===== src/rtl/dadda_final_adder.sv =====
// Two-stage pipelined carry-propagate adder closing a Dadda tree.
// Ports: clk, rst, in_valid/in_ready, vector0/1, out_valid/out_ready,
//        out_sum (Width+1), done_count (16, wraps).
module dadda_final_adder #(
  parameter int Width      = 12,
  parameter int SplitWidth = 6
) (
  input  logic             clk,
  input  logic             rst,
  input  logic             in_valid,
  output logic             in_ready,
  input  logic [Width-1:0] vector0,
  input  logic [Width-1:0] vector1,
  output logic             out_valid,
  input  logic             out_ready,
  output logic [Width:0]   out_sum,
  output logic [15:0]      done_count
);

  localparam int HiW = Width - SplitWidth;

  logic              s1_valid_q, s1_valid_d;
  logic [SplitWidth:0] s1_lo_q, s1_lo_d;
  logic [HiW-1:0]    s1_hi0_q, s1_hi0_d;
  logic [HiW-1:0]    s1_hi1_q, s1_hi1_d;
  logic              out_valid_q, out_valid_d;
  logic [Width:0]    out_sum_q, out_sum_d;
  logic [15:0]       done_count_q, done_count_d;

  logic              accept;
  logic              done;
  logic              s2_load;
  logic [HiW:0]      hi_sum;

  // Empty S2 is refilled regardless of out_ready (bubble collapse).
  assign s2_load  = s1_valid_q && (!out_valid_q || out_ready);
  assign in_ready = !s1_valid_q || s2_load;
  assign accept   = in_valid && in_ready;
  assign done     = out_valid_q && out_ready;

  // Upper half plus the mid carry from the stage-1 low add.
  assign hi_sum = {1'b0, s1_hi0_q}
                + {1'b0, s1_hi1_q}
                + {{HiW{1'b0}}, s1_lo_q[SplitWidth]};

  always_comb begin
    s1_valid_d   = s1_valid_q;
    s1_lo_d      = s1_lo_q;
    s1_hi0_d     = s1_hi0_q;
    s1_hi1_d     = s1_hi1_q;
    out_valid_d  = out_valid_q;
    out_sum_d    = out_sum_q;
    done_count_d = done_count_q;

    if (accept) begin
      s1_valid_d = 1'b1;
      s1_lo_d    = {1'b0, vector0[SplitWidth-1:0]}
                 + {1'b0, vector1[SplitWidth-1:0]};
      s1_hi0_d   = vector0[Width-1:SplitWidth];
      s1_hi1_d   = vector1[Width-1:SplitWidth];
    end else if (s2_load) begin
      s1_valid_d = 1'b0;
    end

    if (s2_load) begin
      out_valid_d = 1'b1;
      out_sum_d   = {hi_sum, s1_lo_q[SplitWidth-1:0]};
    end else if (done) begin
      out_valid_d = 1'b0;
    end

    if (done) begin
      done_count_d = done_count_q + 16'd1;
    end
  end

  always_ff @(posedge clk or posedge rst) begin
    if (rst) begin
      s1_valid_q   <= 1'b0;
      s1_lo_q      <= '0;
      s1_hi0_q     <= '0;
      s1_hi1_q     <= '0;
      out_valid_q  <= 1'b0;
      out_sum_q    <= '0;
      done_count_q <= '0;
    end else begin
      s1_valid_q   <= s1_valid_d;
      s1_lo_q      <= s1_lo_d;
      s1_hi0_q     <= s1_hi0_d;
      s1_hi1_q     <= s1_hi1_d;
      out_valid_q  <= out_valid_d;
      out_sum_q    <= out_sum_d;
      done_count_q <= done_count_d;
    end
  end

  assign out_valid  = out_valid_q;
  assign out_sum    = out_sum_q;
  assign done_count = done_count_q;

endmodule

===== config.mk =====
export PLATFORM = sky130hd
export DESIGN_NAME = dadda_final_adder
export DESIGN_NICKNAME = d
export VERILOG_FILES = /design/src/rtl/dadda_final_adder.sv
export SDC_FILE = /design/constraint.sdc
export NUM_CORES = 1
export LEC_CHECK = 0
export CAP_MARGIN = 10
export CORE_MARGIN = 2
export CORE_UTILIZATION = 50
export CTS_BUF_LIST = sky130_fd_sc_hd__clkbuf_16
export DETAILED_ROUTE_END_ITERATION = 12
export GPL_TIMING_DRIVEN = 0
export HOLD_SLACK_MARGIN = 0.03
export PLACE_DENSITY = 0.77
export SLEW_MARGIN = 5
export SYNTH_ARGS = -nofsm -noshare
export SYNTH_HDL_FRONTEND = slang
export SYNTH_SLANG_ARGS = --single-unit

===== constraint.sdc =====
create_clock -name clk -period 3.8 [get_ports clk]
set_input_delay 0.76 -clock clk [delete_from_list [all_inputs] [get_ports clk]]
set_output_delay 0.76 -clock clk [all_outputs]
set_load 0.01 [all_outputs]

==> impl_metrics.env <==
export IMPL_status="finished, final reports clean"
export IMPL_die_y_microns=74.6
export IMPL_cts_buffers=5
export IMPL_syn_nets=253
export IMPL_syn_inst=210
export IMPL_min_from="done_count[15]$_DFFE_PP0P_"
export IMPL_ys_ff_latch=50
export IMPL_p_per_area_nw_per_um2=520
export IMPL_grt_pass1_wl_microns=7850
export IMPL_die_area_sq_um=5560
export IMPL_htree_levels=2
export IMPL_wl_microns=4600
export IMPL_critPathArrivalTime_ns=2.06
export IMPL_drtIter0Drc=70
export IMPL_rr_startpoint="s1_lo_q[6]$_DFFE_PP0P_"
export IMPL_wl_per_cell_microns=13.4
export IMPL_nFillCells=379
export IMPL_crit_start="out_ready"
export IMPL_regToRegSetupSlack_ns=1.82
export IMPL_first_pass_iters=5
export IMPL_synth_ff_type="dfrtp_1"
export IMPL_postCtsSetupBuffers=0
export IMPL_fmax_mhz=355
export IMPL_pin_count=59
export IMPL_hp_class="reg2reg"
export IMPL_period_minus_slack_ns=2.82
export IMPL_grt_setup_unrepaired="no"
export IMPL_async_flop_share_pct=100
export IMPL_fin_nets=319
export IMPL_place_port_buffers=58
export IMPL_grt_overflow=0
export IMPL_yosysWarnings=0
export IMPL_post_drt_via_cell_ratio=5.10
export IMPL_setup_worst_path_start_class="input port"
export IMPL_cts_hold_buffers=0
export IMPL_drc=0
export IMPL_antenna_left=0
export IMPL_syn_area_per_cell_sq_um=11.9
export IMPL_path_class="in2out"
export IMPL_fin_crit_sh_pct=74.1
export IMPL_fin_cells=344
export IMPL_cts_max_path_buffers=2
export IMPL_multi_input_area_sq_um=1170
export IMPL_finClkSkew_ns=0.00200
export IMPL_synth_top_cells_by_count="dfrtp_1 (50), mux2_2 (17), nand2_1 (17), o21ai_0 (13)"
export IMPL_setup_violations=0
export IMPL_path_buf_inv=2
export IMPL_drive_gt1_share_pct=13.4
export IMPL_seqCellArea_sq_um=1250
export IMPL_final_max_slew_violation_count=0
export IMPL_crit_chain="clkdlybuf4s50_1 -> nand3b_4 -> clkdlybuf4s50_1"
export IMPL_post_cts_resized=0
export IMPL_crit_slowest_cell="clkdlybuf4s50_1"
export IMPL_syn_cell_area_sq_um=2490
export IMPL_num_antenna_cells=0
export IMPL_root_buffer="clkbuf_16"
export IMPL_crit_family="buffers and inverters"
export IMPL_start_util_pct=52.4
export IMPL_synth_top_area_share_pct=50.2
export IMPL_syn_to_final_growth_pct=33.0
export IMPL_critPathRequiredTime_ns=3.04
export IMPL_crit_path_end_kind="output port"
export IMPL_grt_max_degree=33
export IMPL_cts_tree="built"
export IMPL_antenna_found_initial=0
export IMPL_finalHoldViolations=0
export IMPL_dpl_cell_count=336
export IMPL_cpMostUsedCell="clkdlybuf4s50_1"
export IMPL_fin_setup_tns_ns=0
export IMPL_gp_congestion=0.798
export IMPL_yosys_area_top_type="dfrtp_1"
export IMPL_rows=25
export IMPL_critPathMaxStageDelay_ns=0.55
export IMPL_clkTransAtPathRegs_ns=0.06
export IMPL_slew_headroom_pct=70.2
export IMPL_peakVddDrop_uv=349
export IMPL_post_dp_hpwl_microns=3470
export IMPL_cts_sinks=50
export IMPL_synth_edf_count=0
export IMPL_track_usage_pct=18.5
export IMPL_postLayoutCoreUtil_pct=69.7
export IMPL_finalPower_mw=1.72
export IMPL_coreArea_sq_um=4750
export IMPL_path_max_fanout=6
export IMPL_p_leak_nw=1.45
export IMPL_maxCapViolations=0
export IMPL_grt_pass1_vias=1694
export IMPL_via_count=1756
export IMPL_fp_dieW_microns=74.6
export IMPL_ys_types=38
export IMPL_clk_latency_ns=0.28
export IMPL_max_slew_worst_pin_slew_ns=0.445
export IMPL_ys_top_cells_by_area="dfrtp_1 (50%), mux2_2 (7.7%), ha_1 (6.0%), xnor2_1 (4.2%), o21ai_0 (2.6%)"
export IMPL_synth_seq_area_share_pct=50.2
export IMPL_yosysMostFrequentCell="dfrtp_1"
-- cell usage in the layout (no fill, tap or decap), types with 2 or more instances in the layout --
cell / count
buf_6: 2
o21ai_0: 13
ha_1: 12
clkdlybuf4s50_1: 58
mux2_2: 17
nand3_1: 7
mux2_4: 4
nand2_1: 17
a21o_1: 3
dfrtp_1: 50
a211oi_1: 3
mux2i_1: 2
inv_1: 9
fa_1: 3
xnor2_1: 12
nand4_1: 7
nor3_1: 3
a21oi_1: 3
o21bai_1: 2
nand2b_1: 3
nand4b_1: 4
and3_1: 2
xor2_1: 7
nor2_1: 7
nor2b_1: 2
o21a_1: 3
clkbuf_16: 5
-- final timing paths --
kind,to,cells past startpoint
max,in_ready,3
min,done_count[15]$_DFFE_PP0P_,1
max reg2reg,out_sum[10]$_DFFE_PP0P_,7
min reg2reg,done_count[15]$_DFFE_PP0P_,1
max in group asynchronous,out_sum[12]$_DFFE_PP0P_,3
min in group asynchronous,out_sum[2]$_DFFE_PP0P_,2
-- sequential cells by signal, summed over array words and instances (netlist names) --
signal / flops
out_valid: 1
s1_valid_q: 1
s1_hi0_q: 6
done_count: 16
s1_lo_q: 7
out_sum: 13
s1_hi1_q: 6
-- stage by stage --
| stage | setup slack, ns | hold slack (ns) | area, sq um |
|---|---|---|---|
| 2_1_floorplan | 1.84 | 0.446 | 2490 |
| 3_3_place_gp | 0.917 | 0.460 | 3160 |
| 3_5_place_dp | 0.992 | 0.466 | 3180 |
| 4_1_cts | 0.982 | 0.479 | 3310 |
| 5_1_grt | 0.935 | 0.500 | 3310 |
| 6_report | 0.983 | 0.474 | 3310 |
-- cell type report --
type	instances	area share, %
multi-input combinational	147	35.3
timing repair buffer	59	18.1
sequential	50	37.8
inverter	9	1.02
buffer	4	1.06
tap	67	2.53
clock inverter	3	0.378
clock buffer	5	3.78
-- routing by layer --
layer	wire length, microns	GRT usage, %	up-vias
met2	2260	29.7	36
met1	2140	25.3	849
li1	-	-	867
met4	44	5.75	0
met3	152	4.20	4
met5	0	0	-
-- cells by family after synthesis --
logic type	share of synthesized area, %
mux	10.9
simple gates	13.1
flops	50.2
xor+xnor	6.68
fa+ha+maj	8.44
buf+inv	2.76
compound gates	7.89
-- power breakdown --
part | leakage (nW) | switching [mW] | internal [mW]
Combinational | 0.757 | 0.227 | 0.332
Clock | 0.0724 | 0.178 | 0.238
Sequential | 0.616 | 0.0926 | 0.654
Total | 1.45 | 0.498 | 1.22
-- worst register-to-register path: stages, from the launching register on --
cell	delay, ns
dfrtp_1	0.41
fa_1	0.50
inv_1	0.10
fa_1	0.21
nor2b_1	0.06
o21a_1	0.19
o21a_1	0.18
o31ai_1	0.23
Note: power is estimated with default switching activity, not from simulation.
